[src/rtl/mem_stage_sram_responder.sv]
// Serves 32-bit MEM-stage loads/stores from a 16-bit asynchronous SRAM as two half-word phases.
// ready stays low while an access is in flight and doubles as the pipeline stall source.
module mem_stage_sram_responder #(
  parameter logic [31:0] BASE_ADDR     = 32'd1024,
  parameter int          ACCESS_CYCLES = 2,
  parameter int          SRAM_AW       = 18
) (
  input  logic               clk,
  input  logic               rst,
  input  logic               mem_read_en,
  input  logic               mem_write_en,
  input  logic [31:0]        address,
  input  logic [31:0]        write_data,
  output logic [31:0]        read_data,
  output logic               ready,
  output logic [SRAM_AW-1:0] sram_addr,
  output logic [15:0]        sram_dq_out,
  output logic               sram_dq_oe,
  input  logic [15:0]        sram_dq_in,
  output logic               sram_we_n,
  output logic               sram_oe_n
);

  // state  | meaning
  // IDLE   | waiting for a request; latches it on the clock edge it is seen
  // LOW    | half-word {word,0} on the bus for ACCESS_CYCLES cycles
  // HIGH   | half-word {word,1} on the bus for ACCESS_CYCLES cycles
  // DONE   | one-cycle completion, ready=1, requests not sampled
  typedef enum logic [1:0] {
    S_IDLE,
    S_LOW,
    S_HIGH,
    S_DONE
  } state_t;

  localparam int CW = (ACCESS_CYCLES > 1) ? $clog2(ACCESS_CYCLES) : 1;
  localparam logic [CW-1:0] CNT_LOAD = CW'(ACCESS_CYCLES - 1);

  state_t             state_q, state_d;
  logic [CW-1:0]      cnt_q, cnt_d;
  logic [SRAM_AW-2:0] word_q, word_d;
  logic [31:0]        wdata_q, wdata_d;
  logic               is_wr_q, is_wr_d;
  logic [31:0]        read_data_q, read_data_d;

  logic [31:0] offset;
  logic        req;
  logic        last;
  logic        high_half;
  logic        unused_offset_bits;

  assign offset             = address - BASE_ADDR;
  assign unused_offset_bits = ^{offset[31:SRAM_AW+1], offset[1:0]};
  assign req                = mem_read_en | mem_write_en;
  assign last               = (cnt_q == '0);
  assign high_half          = (state_q == S_HIGH);
  assign read_data          = read_data_q;

  always_comb begin
    state_d     = state_q;
    cnt_d       = cnt_q;
    word_d      = word_q;
    wdata_d     = wdata_q;
    is_wr_d     = is_wr_q;
    read_data_d = read_data_q;
    ready       = 1'b0;
    sram_addr   = '0;
    sram_dq_out = '0;
    sram_dq_oe  = 1'b0;
    sram_we_n   = 1'b1;
    sram_oe_n   = 1'b1;

    case (state_q)
      S_IDLE: begin
        ready = ~req;
        if (req) begin
          word_d  = offset[SRAM_AW:2];
          wdata_d = write_data;
          is_wr_d = mem_write_en;
          cnt_d   = CNT_LOAD;
          state_d = S_LOW;
        end
      end
      S_LOW, S_HIGH: begin
        sram_addr = {word_q, high_half};
        if (is_wr_q) begin
          sram_dq_out = high_half ? wdata_q[31:16] : wdata_q[15:0];
          sram_dq_oe  = 1'b1;
          // WE rises one cycle early so address/data hold past the rising edge
          sram_we_n   = last && (ACCESS_CYCLES > 1);
        end else begin
          sram_oe_n = 1'b0;
          if (last) begin
            if (high_half) read_data_d[31:16] = sram_dq_in;
            else           read_data_d[15:0]  = sram_dq_in;
          end
        end
        if (last) begin
          cnt_d   = CNT_LOAD;
          state_d = high_half ? S_DONE : S_HIGH;
        end else begin
          cnt_d = cnt_q - 1'b1;
        end
      end
      S_DONE: begin
        ready   = 1'b1;
        cnt_d   = '0;
        state_d = S_IDLE;
      end
      default: state_d = S_IDLE;
    endcase
  end

  always_ff @(posedge clk or negedge rst) begin
    if (!rst) begin
      state_q     <= S_IDLE;
      cnt_q       <= '0;
      word_q      <= '0;
      wdata_q     <= '0;
      is_wr_q     <= 1'b0;
      read_data_q <= '0;
    end else begin
      state_q     <= state_d;
      cnt_q       <= cnt_d;
      word_q      <= word_d;
      wdata_q     <= wdata_d;
      is_wr_q     <= is_wr_d;
      read_data_q <= read_data_d;
    end
  end

endmodule
[config.mk]
export PLATFORM = sky130hd
export DESIGN_NAME = mem_stage_sram_responder
export DESIGN_NICKNAME = d
export VERILOG_FILES = /design/src/rtl/mem_stage_sram_responder.sv
export SDC_FILE = /design/constraint.sdc
export NUM_CORES = 1
export LEC_CHECK = 0
export CAP_MARGIN = 5
export CORE_MARGIN = 4
export CORE_UTILIZATION = 43
export DETAILED_ROUTE_END_ITERATION = 10
export PLACE_DENSITY = 0.8
export RECOVER_POWER = 100
export SETUP_SLACK_MARGIN = 0.2
export SYNTH_ARGS = -nofsm -noshare
export SYNTH_HDL_FRONTEND = slang
export SYNTH_SLANG_ARGS = --single-unit
[constraint.sdc]
create_clock -name clk -period 2.2 [get_ports clk]
set_clock_uncertainty 0.15 [all_clocks]
set_input_delay 0.44 -clock clk [delete_from_list [all_inputs] [get_ports clk]]
set_output_delay 0.44 -clock clk [all_outputs]
set_load 0.01 [all_outputs]
After elaboration in Yosys (flattened, before gate mapping)
Index checks and enable logic that the tools add are counted.
{ "word_totals": {"ff_bits": 85, "inputBits": 84, "out_inout_bits": 70, "word_cells": 42} }
{ "op_classes": {"addsub": 2, "n_eq_ne": 5, "muxes": 17, "bitwise": 5, "n_reduce_logical": 6} }
{ "op_table": {"columns": ["operator", "count"], "rows": [
  ["2-to-1 mux 16 bit", 3],
  ["subtractor 19 x 11 -> 19 bit (second input constant)", 1],
  ["2-to-1 mux 18 bit", 1],
  ["2-to-1 mux 1 bit", 8],
  ["AND reduction 4 bit", 2],
  ["case mux 2 bit (3 select lines)", 1],
  ["== test 2 bit (second input constant)", 2],
  ["2-to-1 mux 2 bit", 2],
  ["!= test 2 bit (second input constant)", 2],
  ["NOT 1 bit", 4],
  ["AND reduction 2 bit", 2],
  ["case mux 1 bit (3 select lines)", 1],
  ["== test 2 x 1 -> 1 bit (second input constant)", 1],
  ["logical NOT 2 bit", 1],
  ["case mux 1 bit (2 select lines)", 1],
  ["OR reduction 2 bit", 1],
  ["bitwise OR 1 bit", 1],
  ["subtractor 1 bit (second input constant)", 1]
]} }

Logic depth before layout (Yosys ltp)
Gate-level depths: netlist of run 1.
{ "depth": {"word_depth": 4, "ltp_mapped": 7, "depth_no_buf": 5} }

Worst setup path after synthesis of run 1
OpenSTA, ideal clock, no wires.
{ "synth_timing": {"path_type": "register -> register", "from": "register state_q[0]", "to": "register read_data_q[21] (netlist: read_data[21])", "setup_time_ps": 125, "t_arrival_ps": 1760, "required_time_ps": 1925, "path_slack_ps": 165, "path_stages_with_launch": 7, "n_path_buf": 2, "synth_period_minus_slack_ps": 2035, "cell_sequence": "dfrtp_1 > inv_1 > ha_1 > buf_4 > nor3b_4 > buf_4 > mux2_2"} }
{ "synth_via": {"elab_chain_len": 3, "word_cells_on_any_way": 4, "cone_classes": "2 x eq/ne; 2 x reduce/logical"} }
{ "synth_rtl": {"columns": ["item", "line_no", "source"], "rows": [
  ["from (decl)", "39", "state_t state_q, state_d;"],
  ["from (signal assigned)", "123", "state_q <= state_d;"],
  ["== test 2 bit / == test 2 x 1 -> 1 bit (equally long branches)", "56, 73", null],
  ["OR reduction 2 bit", "73", "case (state_q)"],
  ["AND reduction 4 bit (no source line) (*)", null, null],
  ["to (signal assigned)", "128", "read_data_q <= read_data_d;"],
  ["to (decl)", "44", "logic [31:0] read_data_q, read_data_d;"]
]} }
Every way passes the cells marked *; elsewhere a longest branch is shown, timed or not.
A chain may end at the register's enable or synchronous reset.

Worst setup path after layout of run 1
{ "layout_timing": {"from": "register state_q[1]", "to": "output sram_dq_out[13]"} }
{ "layout_via": {"elab_chain_len": 4, "word_cells_on_any_way": 6, "cone_classes": "2 x eq/ne; 3 x mux; 1 x reduce/logical"} }
{ "layout_rtl": {"columns": ["item", "line_no", "source"], "rows": [
  ["== test 2 bit", "56, 73", null],
  ["2-to-1 mux 16 bit", "87", "sram_dq_out = high_half ? wdata_q[31:16] : wdata_q[15:0];"],
  ["2-to-1 mux 16 bit", "86", "if (is_wr_q) begin"],
  ["2-to-1 mux 16 bit (*)", "73", null],
  ["to (decl)", "17", "output logic [15:0] sram_dq_out,"]
]} }
Marks and branches as above.

==> impl_metrics.py, run 1 <==
metrics = {
    "pwr": {
        "power.leakage_nw": 2.82,
        "irDropWorstVdd_mv": 0.602,
        "power_density_mw_per_mm2": 1490,
    },
    "timing": {
        "slew_headroom_pct": 31.5,
        "period_minus_slack_ns": 2.27,
        "finalSetupTns_ns": -1.49,
        "fin_crit_sh_pct": 103,
        "whs_ns": 0.247,
        "fin_ws_ns": -0.0727,
        "drv_slew": 0,
        "setup_violations": 34,
        "rsz0062_at_grt": "yes",
        "worstMarginPinSlew_ns": 1.03,
        "hold_violations": 0,
        "fmax_mhz": 440,
    },
    "critical_path": {
        "worstPathCellList": "inv_1, ha_4, nand2_4, bufbuf_16, nor2_1, buf_2",
        "critical_path.max_fanout": 7,
        "worstSetupPathType": "reg -> out",
        "r2r_start": "state_q[1]$_DFFE_PN0P_",
        "start_kind": "flip-flop",
        "cp_slowest_cell": "dfrtp_1",
        "arrival_ns": 1.68,
        "worstPathRequired_ns": 1.61,
        "crit_path_end_kind": "primary output",
        "critPathLaunch": "state_q[1]$_DFFE_PN0P_",
        "cpPeakStageDelay_ns": 0.37,
    },
    "global_route": {
        "antenna_found_initial": 0,
        "grt.overflow.total": 0,
        "gr-usage-all-layers_pct": 20.5,
        "grt_max_degree": 50,
        "grt_pass1_wl_um": 16400,
        "grt_pass1_vias": 3412,
    },
    "cells_and_area": {
        "nets": 626,
        "n_antenna_cell": 0,
        "finalInstanceArea_mm2": 0.00586,
        "area_growth_pct": 55.7,
        "layout-drive-gt1-share_pct": 27.3,
        "fillers": 633,
        "fin_util_pct": 70.0,
    },
    "synthesis": {
        "netlist_top_cells_count": "nand2_1, dfrtp_1, mux2_2",
        "ys.flop_type": "dfrtp_1",
        "yosys_warnings": 0,
        "async_flop_share_pct": 100,
        "avgSynthCellArea_um2": 10.2,
        "ys_types": 29,
        "synth_top_cell_area_share_pct": 56.5,
        "yosysMostFrequentCell": "nand2_1",
        "synth_seq_cells": 85,
        "synth_area_leaders": "dfrtp_1, nand2_1, mux2_2",
        "syn_area_mm2": 0.00377,
        "synth_seq_area_share_pct": 56.5,
        "netlist_instances": 368,
        "yosys.area.top_type": "dfrtp_1",
        "synth_fp_nets": 456,
        "synth-edff-count": 0,
    },
    "drt": {
        "wirelength_um": 10200,
        "post_drt_wl_per_cell_um": 15.8,
        "vias": 3242,
        "drc": 0,
        "vias_per_cell": 5.00,
        "ant_nets": 0,
        "drtIter0Drc": 174,
        "drtPass1Iterations": 4,
    },
    "cts": {
        "cts_tree": "yes",
        "root_buffer": "clkbuf_8",
        "clock_path_buffers": 2,
        "path_clk_slew_ns": 0.09,
        "cts_sinks": 85,
        "htreeDepth": 3,
        "numCtsBuffers": 9,
        "clock_latency_ns": 0.35,
    },
    "floorplanning": {
        "ioPinCount": 154,
        "row_count": 33,
        "die_x_um": 102,
        "die_h_um": 102,
        "dieArea_mm2": 0.0103,
        "initial_core_util_pct": 44.9,
        "fp.coreArea_mm2": 0.00838,
    },
    "status": {
        "violations": "negative setup slack",
        "status": "complete, but fails checks",
    },
    "placed_design": {
        "place_congestion": 0.782,
        "dpl_worst_slack_ns": -0.272,
        "io_buffers": 138,
        "dp_hpwl_um": 6950,
        "placed_area_mm2": 0.00548,
    },
    "flow_run": {
        "cap_violations": 0,
    },
    "worst_hold_path": {
        "hold_path_class": "in -> reg",
        "hp-start": "address[10]",
    },
}
state kept, by name (all words and copies together), names as in the netlist:
| signal | flops |
|---|---|
| read_data | 32 |
| wdata_q | 32 |
| word_q | 17 |
| state_q | 2 |
| cnt_q | 1 |
| is_wr_q | 1 |
metrics by stage:
stage | total power [mW] | std cells
2_1_floorplan | 4.88 | 368
3_3_place_gp | 7.03 | 620
3_5_place_dp | 7.20 | 620
4_1_cts | 8.83 | 646
5_1_grt | 9.32 | 648
6_report | 8.71 | 648
worst max-delay path, delay by kind of cell (launching register included):
kind,cells,cell delay (ns)
flops,1,0.37
fa+ha+maj,1,0.30
buf+inv,3,0.51
simple gates,2,0.17
where the power goes:
group | switching [mW] | internal [mW]
Clock | 0.610 | 0.658
Combinational | 2.09 | 2.60
Sequential | 0.420 | 2.33
Total | 3.12 | 5.59
placed cells by master (no fill, tap or decap), drive strengths merged:
| master | Yosys | layout |
|---|---|---|
| a221oi | 1 | 1 |
| a31oi | 5 | 5 |
| and2 | 17 | 17 |
| buf | 4 | 70 |
| bufbuf | 0 | 1 |
| bufinv | 0 | 2 |
| clkbuf | 14 | 15 |
| clkdlybuf4s50 | 0 | 65 |
| clkinv | 0 | 1 |
| clkinvlp | 0 | 1 |
| dfrtp | 85 | 85 |
| dlygate4sd3 | 0 | 34 |
| dlymetal6s2s | 0 | 1 |
| ha | 4 | 4 |
| inv | 5 | 8 |
| mux2 | 33 | 33 |
| mux2i | 17 | 17 |
| nand2 | 130 | 130 |
| nand2b | 2 | 2 |
| nor2 | 24 | 24 |
| nor2b | 1 | 1 |
| nor3 | 1 | 1 |
| nor3b | 3 | 3 |
| o21a | 1 | 1 |
| o21ai | 8 | 8 |
| o31ai | 3 | 3 |
| o32ai | 1 | 1 |
| or3 | 3 | 3 |
| or3b | 1 | 1 |
| or4 | 3 | 3 |
| xnor2 | 2 | 2 |
metal layers:
layer	global-route usage [%]	vias up	wire, um
li1	-	1542	-
met4	7.46	0	172
met3	4.20	13	577
met2	36.1	116	5270
met1	24.8	1571	4190
met5	0	-	0
cell type report:
class,count,area [um2],share of cell area [%]
Clock buffer,9,124,2.11
Clock inverter,7,105,1.79
Inverter,5,18.8,0.320
Multi-Input combinational cell,260,1650,28.2
Sequential cell,85,2130,36.3
Tap cell,105,131,2.24
Timing Repair Buffer,177,1700,29.1
cells by family after synthesis:
kind of cell / share of synthesized area, %
mux: 14.4
buf+inv: 2.62
xor+xnor: 0.465
simple gates: 21.6
flops: 56.5
fa+ha+maj: 1.33
compound gates: 3.16
path summary, 6_finish.rpt:
check,endpoint,slack [ns],cells past startpoint
min,word_q[8]$_DFFE_PN0P_,0.25,2
max reg2reg,word_q[12]$_DFFE_PN0P_,0.12,6
max,sram_dq_out[13],-0.07,6
min in group asynchronous,word_q[6]$_DFFE_PN0P_,0.66,2
max in group asynchronous,wdata_q[28]$_DFFE_PN0P_,0.31,3
min reg2reg,wdata_q[0]$_DFFE_PN0P_,0.33,2
repair_timing:
item / 4_1_cts / 5_1_grt
pin swaps: 12 / 4
hold buffers: 1 / 0
gates cloned: 4 / 0
setup buffers: 5 / 2
endpoints found under the setup margin: 54 / 72
resized for setup: 190 / 14
endpoints found under the hold margin: 40 / 0
Note: power is estimated with default switching activity, not from simulation.
==> run 2: changes to the inputs <==
Settings changed: CTS_CLUSTER_SIZE set to 16.
==> results of run 2 <==
Final layout, timing and power as in run 1 (identical DEF).
==> run 3: changes to the inputs <==
Settings changed: SKIP_CTS_REPAIR_TIMING set to 1.
==> impl_metrics.py, run 3 (same netlist as run 1, synthesis figures left out) <==
metrics = {
    "global_route": {
        "grt_max_degree": 50,
        "grt_pass1_vias": 3264,
        "grt_pass1_wl_um": 15300,
        "gr-usage-all-layers_pct": 18.8,
        "antenna_found_initial": 0,
        "grt.overflow.total": 0,
    },
    "timing": {
        "whs_ns": 0.257,
        "period_minus_slack_ns": 2.19,
        "rsz0062_at_grt": "yes",
        "fmax_mhz": 456,
        "hold_violations": 0,
        "worstMarginPinSlew_ns": 1.04,
        "fin_ws_ns": 0.00807,
        "drv_slew": 0,
        "fin_crit_sh_pct": 99.6,
        "slew_headroom_pct": 30.8,
        "setup_violations": 0,
    },
    "pwr": {
        "p_int_mw": 5.47,
        "p_switching_mw": 3.04,
        "p_comb_share_pct": 52.8,
        "p_clk_share_pct": 14.8,
        "irDropWorstVdd_mv": 0.676,
        "power_frac_seq_pct": 32.4,
        "p_sw_share_pct": 35.7,
        "power.leakage_nw": 2.90,
        "power_density_mw_per_mm2": 1460,
    },
    "floorplanning": {
        "fp.coreArea_mm2": 0.00838,
        "ioPinCount": 154,
        "row_count": 33,
        "dieArea_mm2": 0.0103,
        "initial_core_util_pct": 44.9,
        "die_h_um": 102,
        "die_x_um": 102,
    },
    "critical_path": {
        "arrival_ns": 1.60,
        "r2r_start": "state_q[0]$_DFFE_PN0P_",
        "r2r_end": "read_data[7]$_DFFE_PN0P_",
        "crit_path_end_kind": "primary output",
        "cp-endpoint": "sram_dq_out[8]",
        "worstSetupPathType": "reg -> out",
        "start_kind": "flip-flop",
        "critPathLaunch": "state_q[0]$_DFFE_PN0P_",
        "critical_path.max_fanout": 8,
        "r2r_slack_ns": 0.14,
        "worstPathRequired_ns": 1.61,
        "reg2regPathDepth": 8,
    },
    "placed_design": {
        "dpl_worst_slack_ns": -0.272,
        "place_congestion": 0.782,
        "placed_area_mm2": 0.00548,
        "dp.cells": 620,
        "dp_hpwl_um": 6950,
        "io_buffers": 138,
    },
    "cells_and_area": {
        "finalInstanceArea_mm2": 0.00581,
        "n_antenna_cell": 0,
        "layout-drive-gt1-share_pct": 23.1,
        "stdcell_count": 642,
        "final_cell_mix": "nand2_1, clkdlybuf4s50_1, dfrtp_1, mux2_2",
        "area_growth_pct": 54.4,
        "layout_commonest_cell": "nand2_1",
        "seq_area_mm2": 0.00213,
        "multi_input_area_mm2": 0.00162,
        "nets": 620,
        "fillers": 645,
    },
    "cts": {
        "htreeDepth": 3,
        "path_clk_slew_ns": 0.08,
        "clock_latency_ns": 0.34,
        "root_buffer": "clkbuf_8",
        "cts_sinks": 85,
        "numCtsBuffers": 9,
        "cts_tree": "yes",
        "clock_path_buffers": 2,
    },
    "drt": {
        "drtPass1Iterations": 4,
        "wirelength_um": 9890,
        "post_drt_wl_per_cell_um": 15.4,
        "ant_nets": 0,
        "drtIter0Drc": 167,
        "vias_per_cell": 4.95,
        "drc": 0,
        "vias": 3177,
    },
    "worst_hold_path": {
        "hold_path_class": "in -> reg",
    },
    "flow_run": {
        "cap_violations": 0,
    },
    "status": {
        "status": "completed",
    },
}
==> run 3: cell types whose count changed in the layout (fill, tap and decap cells not counted), sizes merged <==
cell and change:
clkbuf +8, dlygate4sd3 -33, bufbuf -1, dlymetal6s2s +16, buf -29, clkdlybuf4s50 +33
==> run 3: power by group through the flow <==
stage	clock network (mW)	registers [mW]	logic [mW]
finish	1.26	2.76	4.49
global route	1.36	2.86	4.91
CTS	1.28	2.75	4.44
detailed placement	0	2.78	4.42
global placement	0	2.72	4.31
floorplan	0	2.82	2.06
==> run 3: cell type report <==
cell class                 instances  area share (%)
sequential                        85            36.6
timing repair buffer             171            29.0
multi-input combinational        260            27.9
tap                              105            2.26
clock buffer                       9            2.13
clock inverter                     7            1.81
inverter                           5           0.323
==> run 3: worst min path at each step <==
stage / startpoint / end / slack [ns] / cells after the start
finish: address[10] / word_q[8]$_DFFE_PN0P_ / 0.26 / 2
global route: address[10] / word_q[8]$_DFFE_PN0P_ / 0.28 / 2
CTS: rst / word_q[6]$_DFFE_PN0P_ / -0.07 / 1
detailed placement: rst / word_q[6]$_DFFE_PN0P_ / 0.31 / 1
global placement: rst / word_q[6]$_DFFE_PN0P_ / 0.30 / 1
floorplan: rst / cnt_q$_DFFE_PN0P_ / -0.006 / 0
==> run 3: per-layer routing <==
metal,vias up,global-route usage [%],part of all wire [%]
li1,1531,-,-
met1,1537,23.8,42
met2,103,32.3,51
met3,6,3.79,6.1
met4,0,5.83,0.86
met5,-,0,0
==> run 3: critical path, cell delays in order (launching register included) <==
cell	delay, ns
dfrtp_1	0.40
inv_2	0.12
ha_4	0.20
clkbuf_16	0.18
mux2i_1	0.18
nor2_1	0.06
buf_2	0.14
==> run 3: metrics by stage <==
step | power (mW) | setup TNS [ns] | utilization, %
floorplan | 4.88 | 0 | -
detailed placement | 7.20 | -3.34 | 65.4
global placement | 7.03 | -2.28 | 65.4
finish | 8.51 | 0 | 69.4
global route | 9.13 | -1.22 | 69.4
CTS | 8.47 | -17.20 | 68.2
